--- src/rtl/vga_frame_capture.sv ---
// VGA receive side: measures line/frame geometry and grabs one armed active frame into a framebuffer.
// Optional CAPTURE_CHECKSUM_EN builds a running 32-bit sum of written pixels on oCHECKSUM.
module vga_frame_capture #(
   parameter int H_ACTIVE = 640,
   parameter int V_ACTIVE = 480,
   parameter int ADDR_W   = 19
) (
   input  logic              iVGA_CLK,
   input  logic              iRST_n,
   input  logic              iHS,
   input  logic              iVS,
   input  logic              iBLANK_n,
   input  logic [7:0]        iB,
   input  logic [7:0]        iG,
   input  logic [7:0]        iR,
   input  logic              iARM,
   output logic              oBUSY,
   output logic              oDONE,
   output logic              oERR,
   output logic              oWR_EN,
   output logic [ADDR_W-1:0] oWR_ADDR,
   output logic [23:0]       oWR_DATA,
   output logic [10:0]       oLINE_LEN,
   output logic [9:0]        oLINE_CNT,
   output logic [31:0]       oCHECKSUM
);

   localparam logic [10:0] H_LEN  = 11'(H_ACTIVE);
   localparam logic [9:0]  V_LAST = 10'(V_ACTIVE - 1);

   typedef enum logic [1:0] {IDLE, WAIT_FRAME, CAPTURE, DONE} state_t;

   state_t state, state_next;

   logic              vs_r, vs_d, blank_r, blank_d, arm_r;
   logic [23:0]       pix_r;
   logic [10:0]       x;
   logic [9:0]        line_cnt, line_cnt_inc;
   logic [ADDR_W-1:0] addr;
   logic              frame_start, line_end, last_line;
   logic              write_hit, err_hit, arm_clear;
   logic              unused_hs;

   // HS carries no information the blank/vsync edges do not already give
   assign unused_hs = iHS;

   always_ff @(posedge iVGA_CLK or negedge iRST_n) begin
      if (!iRST_n) begin
         vs_r    <= 1'b0;
         vs_d    <= 1'b0;
         blank_r <= 1'b0;
         blank_d <= 1'b0;
         arm_r   <= 1'b0;
         pix_r   <= '0;
      end else begin
         vs_r    <= iVS;
         vs_d    <= vs_r;
         blank_r <= iBLANK_n;
         blank_d <= blank_r;
         arm_r   <= iARM;
         pix_r   <= {iB, iG, iR};
      end
   end

   assign frame_start  = vs_d & ~vs_r;
   assign line_end     = blank_d & ~blank_r;
   assign line_cnt_inc = (line_cnt == '1) ? line_cnt : line_cnt + 10'd1;
   assign last_line    = line_end && (x == H_LEN) && (line_cnt == V_LAST);

   always_ff @(posedge iVGA_CLK or negedge iRST_n) begin
      if (!iRST_n) begin
         x         <= '0;
         line_cnt  <= '0;
         oLINE_LEN <= '0;
         oLINE_CNT <= '0;
      end else begin
         if (line_end) begin
            oLINE_LEN <= x;
            x         <= '0;
         end else if (blank_r && x != '1) begin
            x <= x + 11'd1;
         end
         // a line end coinciding with frame start still belongs to the finished frame
         if (frame_start) begin
            oLINE_CNT <= line_end ? line_cnt_inc : line_cnt;
            line_cnt  <= '0;
         end else if (line_end) begin
            line_cnt <= line_cnt_inc;
         end
      end
   end

   always_ff @(posedge iVGA_CLK or negedge iRST_n) begin
      if (!iRST_n) state <= IDLE;
      else         state <= state_next;
   end

   always_comb begin
      state_next = state;
      unique case (state)
         IDLE:       if (arm_r) state_next = WAIT_FRAME;
         WAIT_FRAME: if (frame_start) state_next = CAPTURE;
         CAPTURE: begin
            if (err_hit)        state_next = IDLE;
            else if (last_line) state_next = DONE;
         end
         DONE:       state_next = IDLE;
         default:    state_next = IDLE;
      endcase
   end

   always_comb begin
      oBUSY     = (state == WAIT_FRAME) || (state == CAPTURE);
      oDONE     = (state == DONE);
      arm_clear = (state == IDLE) && arm_r;
      write_hit = (state == CAPTURE) && blank_r && (x < H_LEN);
      err_hit   = (state == CAPTURE) &&
                  ((line_end && x != H_LEN) || (frame_start && !last_line));
   end

   always_ff @(posedge iVGA_CLK or negedge iRST_n) begin
      if (!iRST_n) begin
         oWR_EN   <= 1'b0;
         oWR_ADDR <= '0;
         oWR_DATA <= '0;
         addr     <= '0;
         oERR     <= 1'b0;
      end else begin
         oWR_EN <= write_hit;
         if (arm_clear) begin
            addr     <= '0;
            oWR_ADDR <= '0;
         end else if (write_hit) begin
            oWR_ADDR <= addr;
            oWR_DATA <= pix_r;
            addr     <= addr + 1'b1;
         end
         if (arm_clear)    oERR <= 1'b0;
         else if (err_hit) oERR <= 1'b1;
      end
   end

`ifdef CAPTURE_CHECKSUM_EN
   logic [31:0] sum;

   always_ff @(posedge iVGA_CLK or negedge iRST_n) begin
      if (!iRST_n)        sum <= '0;
      else if (arm_clear) sum <= '0;
      else if (write_hit) sum <= sum + {8'd0, pix_r};
   end

   assign oCHECKSUM = sum;
`else
   assign oCHECKSUM = '0;
`endif

endmodule

--- config.mk ---
export PLATFORM = sky130hd
export DESIGN_NAME = vga_frame_capture
export DESIGN_NICKNAME = d
export VERILOG_FILES = /design/src/rtl/vga_frame_capture.sv
export SDC_FILE = /design/constraint.sdc
export NUM_CORES = 1
export LEC_CHECK = 0
export CAP_MARGIN = 10
export CELL_PAD_IN_SITES_DETAIL_PLACEMENT = 1
export CELL_PAD_IN_SITES_GLOBAL_PLACEMENT = 1
export CORE_MARGIN = 2
export CORE_UTILIZATION = 42
export CTS_CLUSTER_SIZE = 16
export DETAILED_ROUTE_END_ITERATION = 7
export PLACE_DENSITY_LB_ADDON = 0.1
export SLEW_MARGIN = 5
export SYNTH_ARGS = -nofsm -noshare
export SYNTH_HDL_FRONTEND = slang
export SYNTH_SLANG_ARGS = --single-unit
--- constraint.sdc ---
create_clock -name iVGA_CLK -period 4.7 [get_ports iVGA_CLK]
set_input_delay 0.705 -clock iVGA_CLK [delete_from_list [all_inputs] [get_ports iVGA_CLK]]
set_output_delay 0.705 -clock iVGA_CLK [all_outputs]
set_load 0.01 [all_outputs]
==> results_dict.tcl <==
set metrics [dict create \
    swShare 0.273 \
    path_buf_inv 2 \
    fin_setup_tns_ns 0 \
    setup_viol 0 \
    combPwrFrac 0.228 \
    core_mm2 0.0139 \
    final_common_cell "dfrtp_1" \
    status "finished clean" \
    async_flop_share 1.00 \
    fp.dieH_um 123 \
    gp_congestion 0.745 \
    grt_pass1_wl_um 21900 \
    insertion_delay_ns 0.42 \
    num_rows 43 \
    nets 678 \
    placed_cell_area_mm2 0.00690 \
    regToRegSetupSlack_ns 1.48 \
    layout-drive-gt1-share 0.112 \
    syn_avg_cell_area_um2 10.8 \
    slew_headroom 0.330 \
    die_w_um 123 \
    n_antenna_cell 0 \
    drt_iter0_drc 220 \
    pin_count 130 \
    postCtsSetupRepairBufs 0 \
    dp_cells 800 \
    cap_viol_max_count 0 \
    leakage_nw 3.31 \
    p_clk_frac 0.374 \
    synth_seq_cells 137 \
    cp_slowest_cell "inv_2" \
    fmax_mhz 311 \
    cts_root_buffer "clkbuf_16" \
    synth_area_leaders "dfrtp_1 58%, nand2_1 6.2%, mux2_2 4.7%" \
    clkSlewWorstSetupHoldPaths_ns 0.05 \
    final_cell_mix "137 x dfrtp_1, 99 x nand2_1, 95 x clkdlybuf4s50_1, 44 x nor2_1, 32 x conb_1" \
    drt_wl_total_um 13500 \
    crit_required_ns 5.00 \
    dieArea_mm2 0.0152 \
    ant_nets 0 \
    ys_seq_area_frac 0.575 \
    power_density_mw_per_mm2 489 \
    r2r-end "oWR_DATA[11]" \
    ctsHoldBuffers 0 \
    rsz0062_at_grt "no" \
    clockBufferDepth 2 \
    critPathKind "reg2reg" \
    power_switching_mw 1.00 \
    post_drt_wl_per_cell_um 16.3 \
    yosysTopAreaCell "dfrtp_1" \
    synthFlopType "dfrtp_1" \
    cts_buffers 17 \
    internal_power_mw 2.67 \
    crit_fanout 27 \
    min_to "vs_d" \
    post_cts_resized 0 \
    yosys_warnings 0 \
    slowest_delay_ns 0.57 \
    vdd_ir_drop_max_mv 0.295 \
    finalPower_mw 3.67 \
    hold_path_startpoint "vs_r" \
    synth_cell_types 61 \
    yosysTopAreaCellShare 0.575 \
    vias 4162 \
    final_core_util 0.541 \
    drv_slew 0 \
    crit_chain "inv_1, ha_1, and2b_2, nand3_2, inv_2, nand2_2, mux2_2" \
    post-route-drc-count 0 \
    cts_tree "done" \
    hold_viol 0 \
    endpoint_kind "flip-flop" \
    start_kind "flip-flop" \
    grt_max_degree 113 \
    antenna_found_initial 0 \
    period_share 0.685 \
    tightestPinTransition_ns 1.01 \
    layoutNonFillerInstCount 831 \
    cts_max_level 4 \
    reg2reg_depth 7 \
    holdPathStages 0 \
    first_pass_iters 4 \
    area_growth_pct 26.0 \
    crit_family "simple AND/OR/NAND/NOR gates" \
    fin_crit_ns 3.22 \
    portBuffers 96 \
    overflow 0 \
    worst_hold_path_type "reg2reg" \
    design_area_mm2 0.00751 \
    synth-edff-count 0 \
    crit_arrival_ns 3.52 \
    dp.final_hpwl_um 9080 \
    final.setup_skew_ns 0.00813 \
    seq_power_share 0.398 \
    r2r-start "state[0]" \
    syn-cell-area_mm2 0.00596 \
    vias_per_cell 5.01 \
    gr-usage-all-layers 0.187 \
    syn_inst 550 \
    cts_sinks 137 \
    initial_utilization 0.429 \
    grt_pass1_vias 4423 \
]
==> per-stage QoR <==
step | hold slack, ns | setup slack (ns)
detailed placement | 0.386 | 1.46
global placement | 0.374 | 1.56
finish | 0.400 | 1.48
floorplan | 0.349 | 2.71
CTS | 0.405 | 1.46
global route | 0.424 | 1.20
==> per-layer routing <==
layer,global-route usage,vias up,routed length (um)
li1,-,1961,-
met1,0.232,2100,5850
met2,0.311,86,6960
met3,0.0507,15,511
met4,0.0710,0,204
met5,0,-,0
==> cell usage after synthesis, drive strengths merged, types with 2 or more instances <==
cell / n
dfrtp: 137
nand2: 101
buf: 47
nor2: 44
a21oi: 28
mux2: 25
o21ai: 19
xnor2: 16
nand4: 13
clkbuf: 12
nand3: 12
inv: 10
nor3: 10
ha: 9
xor2: 9
and3: 5
mux2i: 5
a22o: 4
a31oi: 4
nor2b: 4
nand2b: 3
nor4: 3
or3: 3
a2111oi: 2
a21o: 2
nor4b: 2
==> registers in the layout (all words and copies together), names as in the netlist, 2 cells and up <==
| signal | flops |
|---|---|
| oWR_DATA | 24 |
| oLINE_CNT | 10 |
| oLINE_LEN | 11 |
| oWR_ADDR | 19 |
| x | 11 |
| pix_r | 24 |
| line_cnt | 10 |
| addr | 19 |
| state | 2 |
==> how the worst max path moves through the flow <==
stage	startpoint	endpoint	slack, ns	cells after the start
after floorplan	state[0]	addr[15]	2.71	7
after global placement	state[0]	oWR_DATA[9]	1.56	7
after detailed placement	state[0]	oWR_DATA[23]	1.46	7
after CTS	state[0]	oWR_DATA[23]	1.46	7
after global routing	state[0]	oWR_DATA[7]	1.20	7
final	state[0]	oWR_DATA[11]	1.48	7
==> layout make-up <==
type                       instances  area [um2]
clock buffer                      23         488
clock inverter                     8         118
fill                            1499        6370
inverter                          10        37.5
multi-input combinational        375        2230
sequential                       137        3430
tap                              180         225
timing repair buffer              98         977
==> logic make-up (layout without fill, tap and decap cells) <==
group | after synthesis | after routing | synth area share
muxes | 30 | 30 | 0.0556
and+or+nand+nor | 211 | 211 | 0.170
DFF | 137 | 137 | 0.575
adders and majority gates | 9 | 9 | 0.0189
xor gates and xnor gates | 25 | 25 | 0.0367
AOI/OAI and AO/OA | 68 | 68 | 0.0731
other | 1 | 32 | 0.000629
buffers and inverters | 69 | 139 | 0.0695
==> power by group through the flow <==
stage	sequential, mW	combinational, mW	clock (mW)
after floorplan	1.51	0.394	0
after global placement	1.47	0.816	0
after detailed placement	1.48	0.845	0
after CTS	1.46	0.853	1.40
after global routing	1.49	0.915	1.45
final	1.46	0.837	1.37
No activity file was read; power rests on OpenSTA's default activity.
